### config.mk
export PLATFORM = sky130hd
export DESIGN_NAME = rv32i_dbg_apb_master_flat
export DESIGN_NICKNAME = d
export VERILOG_FILES = /design/src/rtl/rv32i_dbg_apb_master_if.sv /design/src/rtl/rv32i_dbg_apb_master.sv /design/src/flat_wrapper.sv
export SDC_FILE = /design/constraint.sdc
export NUM_CORES = 1
export LEC_CHECK = 0
export ABC_CLOCK_PERIOD_IN_PS = 7700
export BUFFER_PORTS_ARGS = -buffer_cell sky130_fd_sc_hd__buf_2
export CAP_MARGIN = 20
export CORE_MARGIN = 8
export CORE_UTILIZATION = 30
export CTS_CLUSTER_SIZE = 28
export DETAILED_ROUTE_END_ITERATION = 10
export HOLD_SLACK_MARGIN = 0.15
export PLACE_DENSITY_LB_ADDON = 0.08
export SYNTH_ARGS = -nofsm -noshare
export SYNTH_HDL_FRONTEND = slang
export SYNTH_SLANG_ARGS = --single-unit
### constraint.sdc
create_clock -name clk -period 7.7 [get_ports clk]
set_clock_uncertainty 0.05 [all_clocks]
set_input_delay 0.77 -clock clk [delete_from_list [all_inputs] [get_ports clk]]
set_output_delay 0.77 -clock clk [all_outputs]
set_load 0.05 [all_outputs]
### src/rtl/rv32i_dbg_apb_master_if.sv
`default_nettype none
// ============================================================================
// Module   : rv32i_dbg_apb_master_if
// Brief    : Host command/response link plus APB bus for the debug master.
// Revision : 1.0
// ============================================================================
interface rv32i_dbg_apb_master_if #(
  parameter int ADDR_W = 12,
  parameter int DATA_W = 32
);
  logic              cmd_valid;
  logic              cmd_ready;
  logic              cmd_write;
  logic              cmd_poll;
  logic [ADDR_W-1:0] cmd_addr;
  logic [DATA_W-1:0] cmd_wdata;
  logic [DATA_W-1:0] cmd_mask;
  logic [DATA_W-1:0] cmd_match;
  logic              rsp_valid;
  logic              rsp_ready;
  logic [DATA_W-1:0] rsp_rdata;
  logic              rsp_err;
  logic              psel;
  logic              penable;
  logic              pwrite;
  logic [ADDR_W-1:0] paddr;
  logic [DATA_W-1:0] pwdata;
  logic [DATA_W-1:0] prdata;
  logic              pready;
  logic              pslverr;

  modport master (
    input  cmd_valid, cmd_write, cmd_poll, cmd_addr, cmd_wdata, cmd_mask, cmd_match,
    output cmd_ready,
    output rsp_valid, rsp_rdata, rsp_err,
    input  rsp_ready,
    output psel, penable, pwrite, paddr, pwdata,
    input  prdata, pready, pslverr
  );

  modport slave (
    output cmd_valid, cmd_write, cmd_poll, cmd_addr, cmd_wdata, cmd_mask, cmd_match,
    input  cmd_ready,
    input  rsp_valid, rsp_rdata, rsp_err,
    output rsp_ready,
    input  psel, penable, pwrite, paddr, pwdata,
    output prdata, pready, pslverr
  );
endinterface
`default_nettype wire

### src/rtl/rv32i_dbg_apb_master.sv
`default_nettype none
// ============================================================================
// Module   : rv32i_dbg_apb_master
// Brief    : Single-command APB initiator for the RV32I debug register space.
// Revision : 1.0
// ============================================================================
module rv32i_dbg_apb_master #(
  parameter int ADDR_W      = 12,
  parameter int DATA_W      = 32,
  parameter int TIMEOUT_CYC = 256,
  parameter int POLL_MAX    = 1024,
  parameter int POLL_GAP    = 4
) (
  input  logic                  clk,
  input  logic                  rst,
  rv32i_dbg_apb_master_if.master bus_io
);

  localparam int C_TMO_W  = $clog2(TIMEOUT_CYC + 1);
  localparam int C_PCNT_W = $clog2(POLL_MAX + 1);
  localparam int C_GAP_W  = $clog2(POLL_GAP + 1);

  localparam logic [C_TMO_W-1:0]  C_TMO_LAST = C_TMO_W'(TIMEOUT_CYC - 1);
  localparam logic [C_PCNT_W-1:0] C_POLL_MAX = C_PCNT_W'(POLL_MAX);
  localparam logic [C_GAP_W-1:0]  C_GAP_LAST = C_GAP_W'(POLL_GAP - 1);

  typedef enum logic [2:0] {
    S_IDLE   = 3'd0,
    S_SETUP  = 3'd1,
    S_ACCESS = 3'd2,
    S_GAP    = 3'd3,
    S_RESP   = 3'd4
  } state_t;

  state_t              state_q;
  logic                cmd_ready_q;
  logic                rsp_valid_q;
  logic [DATA_W-1:0]   rdata_q;
  logic                err_q;
  logic                psel_q;
  logic                penable_q;
  logic                write_q;
  logic                poll_q;
  logic [ADDR_W-1:0]   addr_q;
  logic [DATA_W-1:0]   wdata_q;
  logic [DATA_W-1:0]   mask_q;
  logic [DATA_W-1:0]   match_q;
  logic [C_TMO_W-1:0]  tmo_q;
  logic [C_PCNT_W-1:0] poll_cnt_q;
  logic [C_GAP_W-1:0]  gap_q;

  logic [C_PCNT_W-1:0] poll_cnt_d;
  logic                w_poll_hit;

  assign poll_cnt_d = poll_cnt_q + 1'b1;
  assign w_poll_hit = ((bus_io.prdata & mask_q) == match_q);

  always_ff @(posedge clk or posedge rst) begin
    if (rst) begin
      state_q     <= S_IDLE;
      cmd_ready_q <= 1'b1;
      rsp_valid_q <= 1'b0;
      rdata_q     <= '0;
      err_q       <= 1'b0;
      psel_q      <= 1'b0;
      penable_q   <= 1'b0;
      write_q     <= 1'b0;
      poll_q      <= 1'b0;
      addr_q      <= '0;
      wdata_q     <= '0;
      mask_q      <= '0;
      match_q     <= '0;
      tmo_q       <= '0;
      poll_cnt_q  <= '0;
      gap_q       <= '0;
    end else begin
      case (state_q)
        S_IDLE: begin
          if (bus_io.cmd_valid) begin
            cmd_ready_q <= 1'b0;
            write_q     <= bus_io.cmd_write;
            poll_q      <= bus_io.cmd_poll & ~bus_io.cmd_write;
            addr_q      <= bus_io.cmd_addr;
            wdata_q     <= bus_io.cmd_wdata;
            mask_q      <= bus_io.cmd_mask;
            match_q     <= bus_io.cmd_match;
            poll_cnt_q  <= '0;
            psel_q      <= 1'b1;
            state_q     <= S_SETUP;
          end
        end
        S_SETUP: begin
          penable_q <= 1'b1;
          tmo_q     <= '0;
          state_q   <= S_ACCESS;
        end
        S_ACCESS: begin
          if (bus_io.pready) begin
            psel_q    <= 1'b0;
            penable_q <= 1'b0;
            rdata_q   <= write_q ? '0 : bus_io.prdata;
            if (poll_q) begin
              poll_cnt_q <= poll_cnt_d;
              if (bus_io.pslverr || w_poll_hit || (poll_cnt_d == C_POLL_MAX)) begin
                // Error only if the loop ended without a clean match
                err_q       <= bus_io.pslverr | ~w_poll_hit;
                rsp_valid_q <= 1'b1;
                state_q     <= S_RESP;
              end else begin
                gap_q   <= '0;
                state_q <= S_GAP;
              end
            end else begin
              err_q       <= bus_io.pslverr;
              rsp_valid_q <= 1'b1;
              state_q     <= S_RESP;
            end
          end else if (tmo_q == C_TMO_LAST) begin
            psel_q      <= 1'b0;
            penable_q   <= 1'b0;
            rdata_q     <= '0;
            err_q       <= 1'b1;
            rsp_valid_q <= 1'b1;
            state_q     <= S_RESP;
          end else begin
            tmo_q <= tmo_q + 1'b1;
          end
        end
        S_GAP: begin
          if (gap_q == C_GAP_LAST) begin
            psel_q  <= 1'b1;
            state_q <= S_SETUP;
          end else begin
            gap_q <= gap_q + 1'b1;
          end
        end
        S_RESP: begin
          if (bus_io.rsp_ready) begin
            rsp_valid_q <= 1'b0;
            cmd_ready_q <= 1'b1;
            state_q     <= S_IDLE;
          end
        end
        default: state_q <= S_IDLE;
      endcase
    end
  end

  assign bus_io.cmd_ready = cmd_ready_q;
  assign bus_io.rsp_valid = rsp_valid_q;
  assign bus_io.rsp_rdata = rdata_q;
  assign bus_io.rsp_err   = err_q;
  assign bus_io.psel      = psel_q;
  assign bus_io.penable   = penable_q;
  assign bus_io.pwrite    = write_q;
  assign bus_io.paddr     = addr_q;
  assign bus_io.pwdata    = wdata_q;

endmodule
`default_nettype wire
### src/flat_wrapper.sv
// flat-port wrapper written by rule: the top's interface ports become plain ports
module rv32i_dbg_apb_master_flat 
#(
  parameter int ADDR_W      = 12,
  parameter int DATA_W      = 32,
  parameter int TIMEOUT_CYC = 256,
  parameter int POLL_MAX    = 1024,
  parameter int POLL_GAP    = 4
)
  (clk, rst, bus_io_cmd_valid, bus_io_cmd_write, bus_io_cmd_poll, bus_io_cmd_addr, bus_io_cmd_wdata, bus_io_cmd_mask, bus_io_cmd_match, bus_io_cmd_ready, bus_io_rsp_valid, bus_io_rsp_rdata, bus_io_rsp_err, bus_io_rsp_ready, bus_io_psel, bus_io_penable, bus_io_pwrite, bus_io_paddr, bus_io_pwdata, bus_io_prdata, bus_io_pready, bus_io_pslverr);
  rv32i_dbg_apb_master_if #(.ADDR_W(ADDR_W), .DATA_W(DATA_W)) bus_io_i ();
  input  logic clk;
  input  logic rst;
  input wire logic [$bits(bus_io_i.cmd_valid)-1:0] bus_io_cmd_valid;
  input wire logic [$bits(bus_io_i.cmd_write)-1:0] bus_io_cmd_write;
  input wire logic [$bits(bus_io_i.cmd_poll)-1:0] bus_io_cmd_poll;
  input wire logic [$bits(bus_io_i.cmd_addr)-1:0] bus_io_cmd_addr;
  input wire logic [$bits(bus_io_i.cmd_wdata)-1:0] bus_io_cmd_wdata;
  input wire logic [$bits(bus_io_i.cmd_mask)-1:0] bus_io_cmd_mask;
  input wire logic [$bits(bus_io_i.cmd_match)-1:0] bus_io_cmd_match;
  output wire logic [$bits(bus_io_i.cmd_ready)-1:0] bus_io_cmd_ready;
  output wire logic [$bits(bus_io_i.rsp_valid)-1:0] bus_io_rsp_valid;
  output wire logic [$bits(bus_io_i.rsp_rdata)-1:0] bus_io_rsp_rdata;
  output wire logic [$bits(bus_io_i.rsp_err)-1:0] bus_io_rsp_err;
  input wire logic [$bits(bus_io_i.rsp_ready)-1:0] bus_io_rsp_ready;
  output wire logic [$bits(bus_io_i.psel)-1:0] bus_io_psel;
  output wire logic [$bits(bus_io_i.penable)-1:0] bus_io_penable;
  output wire logic [$bits(bus_io_i.pwrite)-1:0] bus_io_pwrite;
  output wire logic [$bits(bus_io_i.paddr)-1:0] bus_io_paddr;
  output wire logic [$bits(bus_io_i.pwdata)-1:0] bus_io_pwdata;
  input wire logic [$bits(bus_io_i.prdata)-1:0] bus_io_prdata;
  input wire logic [$bits(bus_io_i.pready)-1:0] bus_io_pready;
  input wire logic [$bits(bus_io_i.pslverr)-1:0] bus_io_pslverr;
  assign bus_io_i.cmd_valid = bus_io_cmd_valid;
  assign bus_io_i.cmd_write = bus_io_cmd_write;
  assign bus_io_i.cmd_poll = bus_io_cmd_poll;
  assign bus_io_i.cmd_addr = bus_io_cmd_addr;
  assign bus_io_i.cmd_wdata = bus_io_cmd_wdata;
  assign bus_io_i.cmd_mask = bus_io_cmd_mask;
  assign bus_io_i.cmd_match = bus_io_cmd_match;
  assign bus_io_cmd_ready = bus_io_i.cmd_ready;
  assign bus_io_rsp_valid = bus_io_i.rsp_valid;
  assign bus_io_rsp_rdata = bus_io_i.rsp_rdata;
  assign bus_io_rsp_err = bus_io_i.rsp_err;
  assign bus_io_i.rsp_ready = bus_io_rsp_ready;
  assign bus_io_psel = bus_io_i.psel;
  assign bus_io_penable = bus_io_i.penable;
  assign bus_io_pwrite = bus_io_i.pwrite;
  assign bus_io_paddr = bus_io_i.paddr;
  assign bus_io_pwdata = bus_io_i.pwdata;
  assign bus_io_i.prdata = bus_io_prdata;
  assign bus_io_i.pready = bus_io_pready;
  assign bus_io_i.pslverr = bus_io_pslverr;
  rv32i_dbg_apb_master #(.ADDR_W(ADDR_W), .DATA_W(DATA_W), .TIMEOUT_CYC(TIMEOUT_CYC), .POLL_MAX(POLL_MAX), .POLL_GAP(POLL_GAP)) u_core (.clk(clk), .rst(rst), .bus_io(bus_io_i));
endmodule
# Word level (Yosys, flattened, before mapping)

Index checks and enable logic that the tools add are counted.

Bits in registers: 173
Input port bits: 148

Add/subtract/negate cells: 3
Equal/unequal tests: 20
Muxes and demuxes: 41
Bitwise gates (word level): 5
Reductions and logical operators: 21

Operator list:

| kind                                                | count |
|---|---|
| 2-to-1 mux 32 bit                                   | 3 |
| 2-to-1 mux 11 bit                                   | 3 |
| 2-to-1 mux 3 bit                                    | 11 |
| bitwise AND 32 bit                                  | 1 |
| equality test 32 bit                                | 1 |
| one-hot mux 11 bit (2 select lines)                 | 1 |
| 2-to-1 mux 9 bit                                    | 2 |
| one-hot mux 9 bit (2 select lines)                  | 1 |
| AND reduction 4 bit                                 | 4 |
| one-hot mux 3 bit (5 select lines)                  | 1 |
| 2-to-1 mux 1 bit                                    | 14 |
| != test 2 bit, second input constant                | 7 |
| nonzero test 2 bit                                  | 6 |
| adder 11 x 1 -> 11 bit, second input constant       | 1 |
| equality test 11 bit, second input constant         | 1 |
| adder 9 x 1 -> 9 bit, second input constant         | 1 |
| equality test 3 x 2 -> 1 bit, second input constant | 3 |
| equality test 9 x 8 -> 1 bit, second input constant | 1 |
| AND reduction 3 bit                                 | 3 |
| one-hot mux 1 bit (2 select lines)                  | 3 |
| one-hot mux 3 bit (2 select lines)                  | 1 |
| AND reduction 2 bit                                 | 3 |
| AND reduction 5 bit                                 | 1 |
| != test 2 x 1 -> 1 bit, second input constant       | 2 |
| 13 further kinds                                    | 15 |

# Logic depth before layout (Yosys ltp)

Gate-level depths: netlist of the first run.

Depth in word-level cells: 8
Mapped depth: 10
Mapped depth without buffers: 10

# Least setup slack after synthesis of the first run

OpenSTA, ideal clock, no wires.

Path kind: input-to-reg
Start point: input port bus_io_prdata[30]
End point: register u_core.state_q[1]
Setup time: 0.146 ns
Arrival time: 2.019 ns
Required time: 7.504 ns
Slack: 5.485 ns
Stages: 6
Path buffers: 0
Cell sequence: a21o_1 > a211oi_1 > nand4_1 > o41ai_1 > or2_4 > o221ai_1

Word-level cells in the longest chain between the ends: 8

RTL lines:

| item                               | RTL line                    | RTL |
|---|---|---|
| start: declaration                 | flat_wrapper.sv:31          | `input wire logic [$bits(bus_io_i.prdata)-1:0] bus_io_prdata;` |
| bitwise AND 32 bit                 | rv32i_dbg_apb_master.sv:56  | `assign w_poll_hit = ((bus_io.prdata & mask_q) == match_q);` |
| equality test 32 bit               | rv32i_dbg_apb_master.sv:56  |  |
| logical OR 1 bit (2 in a row)      | rv32i_dbg_apb_master.sv:104 | `if (bus_io.pslverr \|\| w_poll_hit \|\| (poll_cnt_d == C_POLL_MAX)) begin` |
| 2-to-1 mux 3 bit                   | rv32i_dbg_apb_master.sv:104 |  |
| 2-to-1 mux 3 bit                   | rv32i_dbg_apb_master.sv:102 | `if (poll_q) begin` |
| 2-to-1 mux 3 bit                   | rv32i_dbg_apb_master.sv:98  | `if (bus_io.pready) begin` |
| one-hot mux 3 bit (5 select lines) | rv32i_dbg_apb_master.sv:77  | `case (state_q)` |
| end signal: assignment             | rv32i_dbg_apb_master.sv:95  | `state_q <= S_ACCESS;` |
| end signal: assignment             | rv32i_dbg_apb_master.sv:108 | `state_q <= S_RESP;` |
| end signal: assignment             | rv32i_dbg_apb_master.sv:111 | `state_q <= S_GAP;` |
| end: declaration                   | rv32i_dbg_apb_master.sv:35  | `state_t state_q;` |

Every way passes these cells.
A chain may end at the register's enable or synchronous reset.

# Worst setup path in the final report of the first run

Start point: register u_core.state_q[2]
End point: register u_core.poll_cnt_q[7]

Word-level cells in the longest chain between the ends: 3
Elaborated cells between the ends (all ways): 8
Classes of those cells: eq/ne (4); mux (1); reduce/logical (3)

RTL lines:

| item                                                                  | RTL line                    | RTL |
|---|---|---|
| start signal: assignment                                              | rv32i_dbg_apb_master.sv:60  | `state_q <= S_IDLE;` |
| start signal: assignment                                              | rv32i_dbg_apb_master.sv:89  | `state_q <= S_SETUP;` |
| start signal: assignment                                              | rv32i_dbg_apb_master.sv:95  |  |
| equality test 3 x 2 -> 1 bit or logical NOT 3 bit (tied branches)     | rv32i_dbg_apb_master.sv:77  |  |
| != test 2 x 1 -> 1 bit (no source line), or another cell as far along | -                           |  |
| AND reduction 4 bit (no source line)                                  | -                           |  |
| end signal: assignment                                                | rv32i_dbg_apb_master.sv:103 | `poll_cnt_q <= poll_cnt_d;` |
| end: declaration                                                      | rv32i_dbg_apb_master.sv:49  | `logic [C_PCNT_W-1:0] poll_cnt_q;` |

Several ways; a longest one is shown, not always the timed one.

==> results of run 1 <==
==> per-stage QoR <==
step | utilization | worst slack [ps] | instances
6_report | 0.388 | 5030 | 1158
5_1_grt | 0.388 | 4820 | 1157
4_1_cts | 0.387 | 4970 | 1156
3_5_place_dp | 0.364 | 4700 | 1124
3_3_place_gp | 0.363 | 4760 | 1123
2_1_floorplan | - | 2190 | 584
==> power groups by stage <==
| stage | Clock, uW | Sequential (uW) | Combinational [uW] |
|---|---|---|---|
| 6_report | 868 | 1590 | 1990 |
| 5_1_grt | 943 | 1660 | 2130 |
| 3_5_place_dp | 0 | 1610 | 2020 |
| 3_3_place_gp | 0 | 1590 | 2000 |
| 4_1_cts | 899 | 1600 | 2020 |
| 2_1_floorplan | 0 | 2270 | 828 |
==> metal layers <==
layer,global-route usage,share of wire,vias up
met5,0,0.0027,-
met3,0.0597,0.080,19
met4,0.0342,0.0065,10
li1,-,-,2630
met2,0.229,0.47,199
met1,0.177,0.44,2754
==> worst max path at each step <==
stage | end | slack, ps | cells after the start
2_1_floorplan | u_core.bus_io.paddr[0]$_DFFE_PP0P_ | 2190 | 1
3_3_place_gp | u_core.poll_cnt_q[7]$_DFFE_PP0P_ | 4760 | 6
3_5_place_dp | u_core.poll_cnt_q[7]$_DFFE_PP0P_ | 4700 | 6
4_1_cts | u_core.poll_cnt_q[7]$_DFFE_PP0P_ | 4970 | 5
5_1_grt | u_core.poll_cnt_q[7]$_DFFE_PP0P_ | 4820 | 5
6_report | u_core.poll_cnt_q[7]$_DFFE_PP0P_ | 5030 | 5
==> logic make-up after synthesis <==
logic type / after synthesis
compound gates: 132
xor+xnor: 8
fa+ha+maj: 5
buf+inv: 33
flops: 173
mux: 109
simple gates: 124
==> cells in the mapped netlist, types with 2 or more instances <==
master	count	area, sq um
o211ai_1	2	15.0
a211oi_1	8	60.1
nor3_1	6	30.0
nand2_1	23	86.3
nor2_1	24	90.1
nor2b_1	3	18.8
and3_1	22	138
o22a_1	8	70.1
nand2b_1	2	12.5
mux2_2	109	1230
nand4_1	5	31.3
ha_1	5	62.6
nand3_1	18	90.1
a21boi_0	8	60.1
o21bai_1	2	15.0
a21o_1	9	67.6
o31ai_1	3	22.5
inv_1	9	33.8
a2bb2oi_1	2	17.5
clkbuf_1	14	52.6
o21ai_1	2	10.0
xor2_1	7	61.3
a21oi_1	22	110
a22o_1	32	280
nor4_1	3	18.8
dfrtp_1	172	4300
o41ai_1	3	26.3
o21ai_0	21	105
and3b_1	8	70.1
buf_2	9	45.0
==> layout make-up <==
type / count / area, sq um / share of cell area
diodes: 1 / 2.50 / 0.000260
clock inverters: 14 / 155 / 0.0161
repair buffers: 235 / 1220 / 0.127
flip-flops and latches: 173 / 4330 / 0.449
clock buffers: 18 / 429 / 0.0445
well taps: 330 / 413 / 0.0428
inverters: 9 / 38.8 / 0.00402
multi-input cells: 378 / 3050 / 0.316
==> sequential cells by signal, indices dropped and copies added (netlist names) <==
name and cells:
u_core.match_q 32, u_core.poll_cnt_q 11, u_core.bus_io.paddr 12, u_core.tmo_q 9
u_core.bus_io.pwdata 32, u_core.poll_q 1, u_core.bus_io.rsp_valid 1, u_core.bus_io.pwrite 1
u_core.mask_q 32, u_core.gap_q 3, u_core.state_q 3, u_core.bus_io.psel 1
u_core.bus_io.cmd_ready 1, u_core.bus_io.penable 1, u_core.bus_io.rsp_rdata 32, u_core.bus_io.rsp_err 1
==> placed cells by master (no fill, tap or decap), types with 9 or more instances in the layout <==
master / count
a21o_1: 9
a21oi_1: 22
a22o_1: 32
and3_1: 22
buf_2: 229
clkbuf_16: 17
dfrtp_1: 172
mux2_2: 109
nand2_1: 23
nand3_1: 18
nor2_1: 23
o21ai_0: 21
==> worst max-delay path: stages, from the launching register on <==
cell,delay (ps)
dfrtp_1,540
nor4b_4,290
buf_4,670
o22ai_1,520
o21bai_1,300
a21o_1,180
==> results_dict.tcl, run 1 <==
set metrics [dict create \
    setup_tns_ps 0 \
    nNetsFinal 967 \
    clk_pin_slew_ps 60 \
    cp-end-kind "flop" \
    synthCells 584 \
    ios 230 \
    hold_slack_ps 430 \
    drt.antenna.violating_nets 0 \
    drv_slew 0 \
    p_leak_uw 0.00458 \
    fmax_ghz 0.374 \
    drive_gt1_frac 0.470 \
    cts.htree.levels 4 \
    synth-async-reset-ratio 1.00 \
    gp_congestion 0.789 \
    synth-simple-area-share 0.0924 \
    insertion_delay_ps 420 \
    cts_tree "yes" \
    num_rows 58 \
    status "finished, final reports clean" \
    fin_crit_ps 2670 \
    p_seq_frac 0.358 \
    cts.sinks 173 \
    critical_path_arrival_ps 2940 \
    crit_start "u_core.state_q[2]$_DFFE_PP0P_" \
    synth_adder_area_share 0.00836 \
    cts_root_buffer "clkbuf_16" \
    die_width_um 174 \
    postCtsSetupRepairBufs 0 \
    power.density_nw_per_um2 462 \
    hold_viol_final 0 \
    clk_path_buf_depth 2 \
    wl_per_cell_um 18.5 \
    hp-class "reg -> reg" \
    hp-start "u_core.bus_io.cmd_ready$_DFFE_PP1P_" \
    cts_made_buffers 17 \
    area_growth_pct 28.8 \
    synthesis.nets 737 \
    period_share 0.347 \
    synth_mux_area_frac 0.164 \
    critPathLaunchType "flop" \
    syn_avg_cell_area_sq_um 12.8 \
    holdPathStages 2 \
    r2r_cells 5 \
    io_buffers 229 \
    synth-compound-area-share 0.130 \
    dp_hpwl_mm 15.7 \
    start_util 0.302 \
    drv_cap 0 \
    wirelength_mm 21.4 \
    synth_flop_cell "dfrtp_1" \
    grt_pass1_wl_mm 34.2 \
    pwr-share-comb 0.447 \
    yosysUniqueCellTypes 53 \
    final_area_sq_um 9640 \
    required_ps 7960 \
    fillers 2464 \
    worstSetupPathType "reg -> reg" \
    r2r-start "u_core.state_q[2]$_DFFE_PP0P_" \
    place_area_sq_um 9030 \
    r2r_end "u_core.poll_cnt_q[7]$_DFFE_PP0P_" \
    ys_warn_count 0 \
    synth_xor_area_frac 0.00936 \
    ctsResizeCount 0 \
    seq_area_frac_synth 0.578 \
    grt_max_degree 102 \
    worst_slew_margin_rel 0.305 \
    grt_util_all_layers 0.143 \
    synth_edf_count 0 \
    total_power_uw 4450 \
    swShare 0.433 \
    die_h_um 174 \
    drcViolationCount 0 \
    syn_area_sq_um 7490 \
    finalSetupViolCount 0 \
    cts_hold_buf 0 \
    vdd_drop_max_v 0.000233 \
    synth_top_family_by_area "multiplexers" \
    power_switching_uw 1930 \
    antenna_found_initial 6 \
    worst_slew_pin_slew_ps 1040 \
    yosys_register_bits 173 \
    cp_max_fo 61 \
    num_vias 5612 \
    drt-vias-per-instance 4.85 \
    intPower_uw 2520 \
    dieArea_sq_um 30300 \
    dr.pass1.iters 4 \
    drt_iter0_markers 240 \
    pwr-share-clk 0.195 \
    reg2reg_slack_ps 5030 \
    min_delay_worst_endpoint "u_core.bus_io.cmd_ready$_DFFE_PP1P_" \
    core_sq_um 24800 \
    grt_pass1_vias 6013 \
    rsz0062_at_grt "false" \
    overflow 0 \
]
Power figures use the tool's default switching activity.
==> run 2: changes to the inputs <==
--- a/config.mk
+++ b/config.mk
@@ -5,7 +5,7 @@
 export SDC_FILE = /design/constraint.sdc
 export NUM_CORES = 1
 export LEC_CHECK = 0
-export ABC_CLOCK_PERIOD_IN_PS = 7700
+export ABC_CLOCK_PERIOD_IN_PS = 2800
 export BUFFER_PORTS_ARGS = -buffer_cell sky130_fd_sc_hd__buf_2
 export CAP_MARGIN = 20
 export CORE_MARGIN = 8
==> constraint.sdc (replaced) <==
create_clock -name clk -period 2.8 [get_ports clk]
set_clock_uncertainty 0.05 [all_clocks]
set_input_delay 0.28 -clock clk [delete_from_list [all_inputs] [get_ports clk]]
set_output_delay 0.28 -clock clk [all_outputs]
set_load 0.05 [all_outputs]
==> results_dict.tcl, run 2 (synthesis results as in run 1) <==
set metrics [dict create \
    cts.htree.levels 4 \
    min_delay_worst_endpoint "u_core.bus_io.rsp_err$_DFFE_PP0P_" \
    power.density_nw_per_um2 1110 \
    pwr-share-clk 0.189 \
    place_area_sq_um 9160 \
    start_util 0.302 \
    cp_max_fo 7 \
    drt.antenna.violating_nets 0 \
    hp-class "in -> reg" \
    reg2reg_slack_ps 360 \
    rsz0062_at_grt "false" \
    final_area_sq_um 11200 \
    drt-vias-per-instance 4.72 \
    crit_start "u_core.tmo_q[0]$_DFFE_PP0P_" \
    cts_made_buffers 17 \
    grt_util_all_layers 0.150 \
    nNetsFinal 1119 \
    pwr-share-comb 0.458 \
    r2r_cells 10 \
    grt_pass1_vias 7033 \
    cts_tree "yes" \
    drive_gt1_frac 0.406 \
    clk_pin_slew_ps 70 \
    worstPathCellList "ha_1 > and3_1 > and3_1 > ha_1 > nor2_1 > nand2_1 > a21oi_1 > nand3_1 > xor2_1 > nor2_1" \
    cts.sinks 173 \
    dieArea_sq_um 30300 \
    mostFrequentLayoutCell "buf_2" \
    swShare 0.437 \
    fin_crit_ps 2440 \
    utilization 0.451 \
    wirelength_mm 22.4 \
    layout_common_cells "229 x buf_2, 172 x dfrtp_1, 145 x dlygate4sd3_1, 109 x mux2_2, 32 x a22o_1" \
    insertion_delay_ps 430 \
    critPathSlowestCell "dfrtp_1" \
    num_vias 6175 \
    antenna_cells 0 \
    vdd_drop_max_v 0.000708 \
    cp-end-kind "flop" \
    r2r-start "u_core.tmo_q[0]$_DFFE_PP0P_" \
    antenna_found_initial 0 \
    drt_iter0_markers 220 \
    hp-start "bus_io_pready" \
    r2r_end "u_core.tmo_q[5]$_DFFE_PP0P_" \
    wl_per_cell_um 17.1 \
    power_switching_uw 5450 \
    cts_root_buffer "clkbuf_16" \
    status "finished, final reports clean" \
    overflow 0 \
    ctsResizeCount 0 \
    dp_hpwl_mm 16.1 \
    die_h_um 174 \
    grt_max_degree 65 \
    area_growth_pct 49.5 \
    fmax_ghz 0.410 \
    ios 230 \
    drv_slew 0 \
    core_sq_um 24800 \
    grt_pass1_wl_mm 36.9 \
    total_power_uw 12500 \
    p_seq_frac 0.353 \
    p_leak_uw 0.00524 \
    slowest_delay_ps 410 \
    drcViolationCount 0 \
    gp_congestion 0.760 \
    critPathLaunchType "flop" \
    dr.pass1.iters 4 \
    intPower_uw 7010 \
    setup_tns_ps 0 \
    fillers 2356 \
    critical_path_arrival_ps 2670 \
    worstSetupPathType "reg -> reg" \
    worst_slew_margin_rel 0.403 \
    die_width_um 174 \
    clk_path_buf_depth 2 \
    required_ps 3030 \
    num_rows 58 \
    io_buffers 229 \
    holdPathStages 2 \
    drv_cap 0 \
    hold_viol_final 0 \
    worst_slew_pin_slew_ps 893 \
    finalSetupViolCount 0 \
    period_share 0.872 \
]
==> run 2: worst max-delay path: cells and delay by family (launching register included) <==
| family | cells | cell delay [ps] |
|---|---|---|
| flip-flops | 1 | 410 |
| AO/OA/AOI/OAI | 1 | 370 |
| adder cells (fa/ha/maj) | 2 | 470 |
| XOR/XNOR | 1 | 150 |
| AND/OR/NAND/NOR | 6 | 850 |
==> run 2: what timing repair did <==
item                                   in CTS  in global routing
setup buffers                               0                  0
hold buffers                              145                  0
setup endpoints to repair                   0                  0
endpoints found under the hold margin     174                  0
==> run 2: through the flow <==
stage,setup WS [ps],cells,hold WS [ps]
finish,360,1309,178
global route,227,1309,202
CTS,392,1309,174
detailed placement,418,1132,428
global placement,427,1132,421
floorplan,260,584,337
==> run 2: cell type report <==
type | instances | area, sq um | area share
Multi-Input combinational cell | 378 | 3050 | 0.272
Clock inverter | 14 | 144 | 0.0129
Inverter | 9 | 37.5 | 0.00335
Clock buffer | 18 | 439 | 0.0392
Sequential cell | 173 | 4330 | 0.387
Tap cell | 330 | 413 | 0.0369
Timing Repair Buffer | 387 | 2780 | 0.249
==> run 2: power by group through the flow <==
stage	logic (uW)	registers, uW	clock network (uW)
final	5710	4400	2350
after global routing	6110	4580	2540
after CTS	5790	4400	2430
after detailed placement	5620	4430	0
after global placement	5540	4380	0
after floorplan	2280	6240	0
==> run 2: worst max path at each step <==
stage	end	depth (start not counted)
floorplan	u_core.bus_io.paddr[0]$_DFFE_PP0P_	1
global placement	u_core.tmo_q[5]$_DFFE_PP0P_	10
detailed placement	u_core.tmo_q[5]$_DFFE_PP0P_	10
CTS	u_core.tmo_q[5]$_DFFE_PP0P_	10
global route	u_core.tmo_q[5]$_DFFE_PP0P_	10
finish	u_core.tmo_q[5]$_DFFE_PP0P_	10
==> run 2: metal layers <==
metal  global-route usage  part of all wire  vias up  routed length, um
li1                     -                 -     2928                  -
met1                0.176              0.43     3032               9650
met2                0.254              0.49      186              10900
met3               0.0495             0.068       29               1530
met4               0.0524             0.016        0                354
met5                    0                 0        -                  0
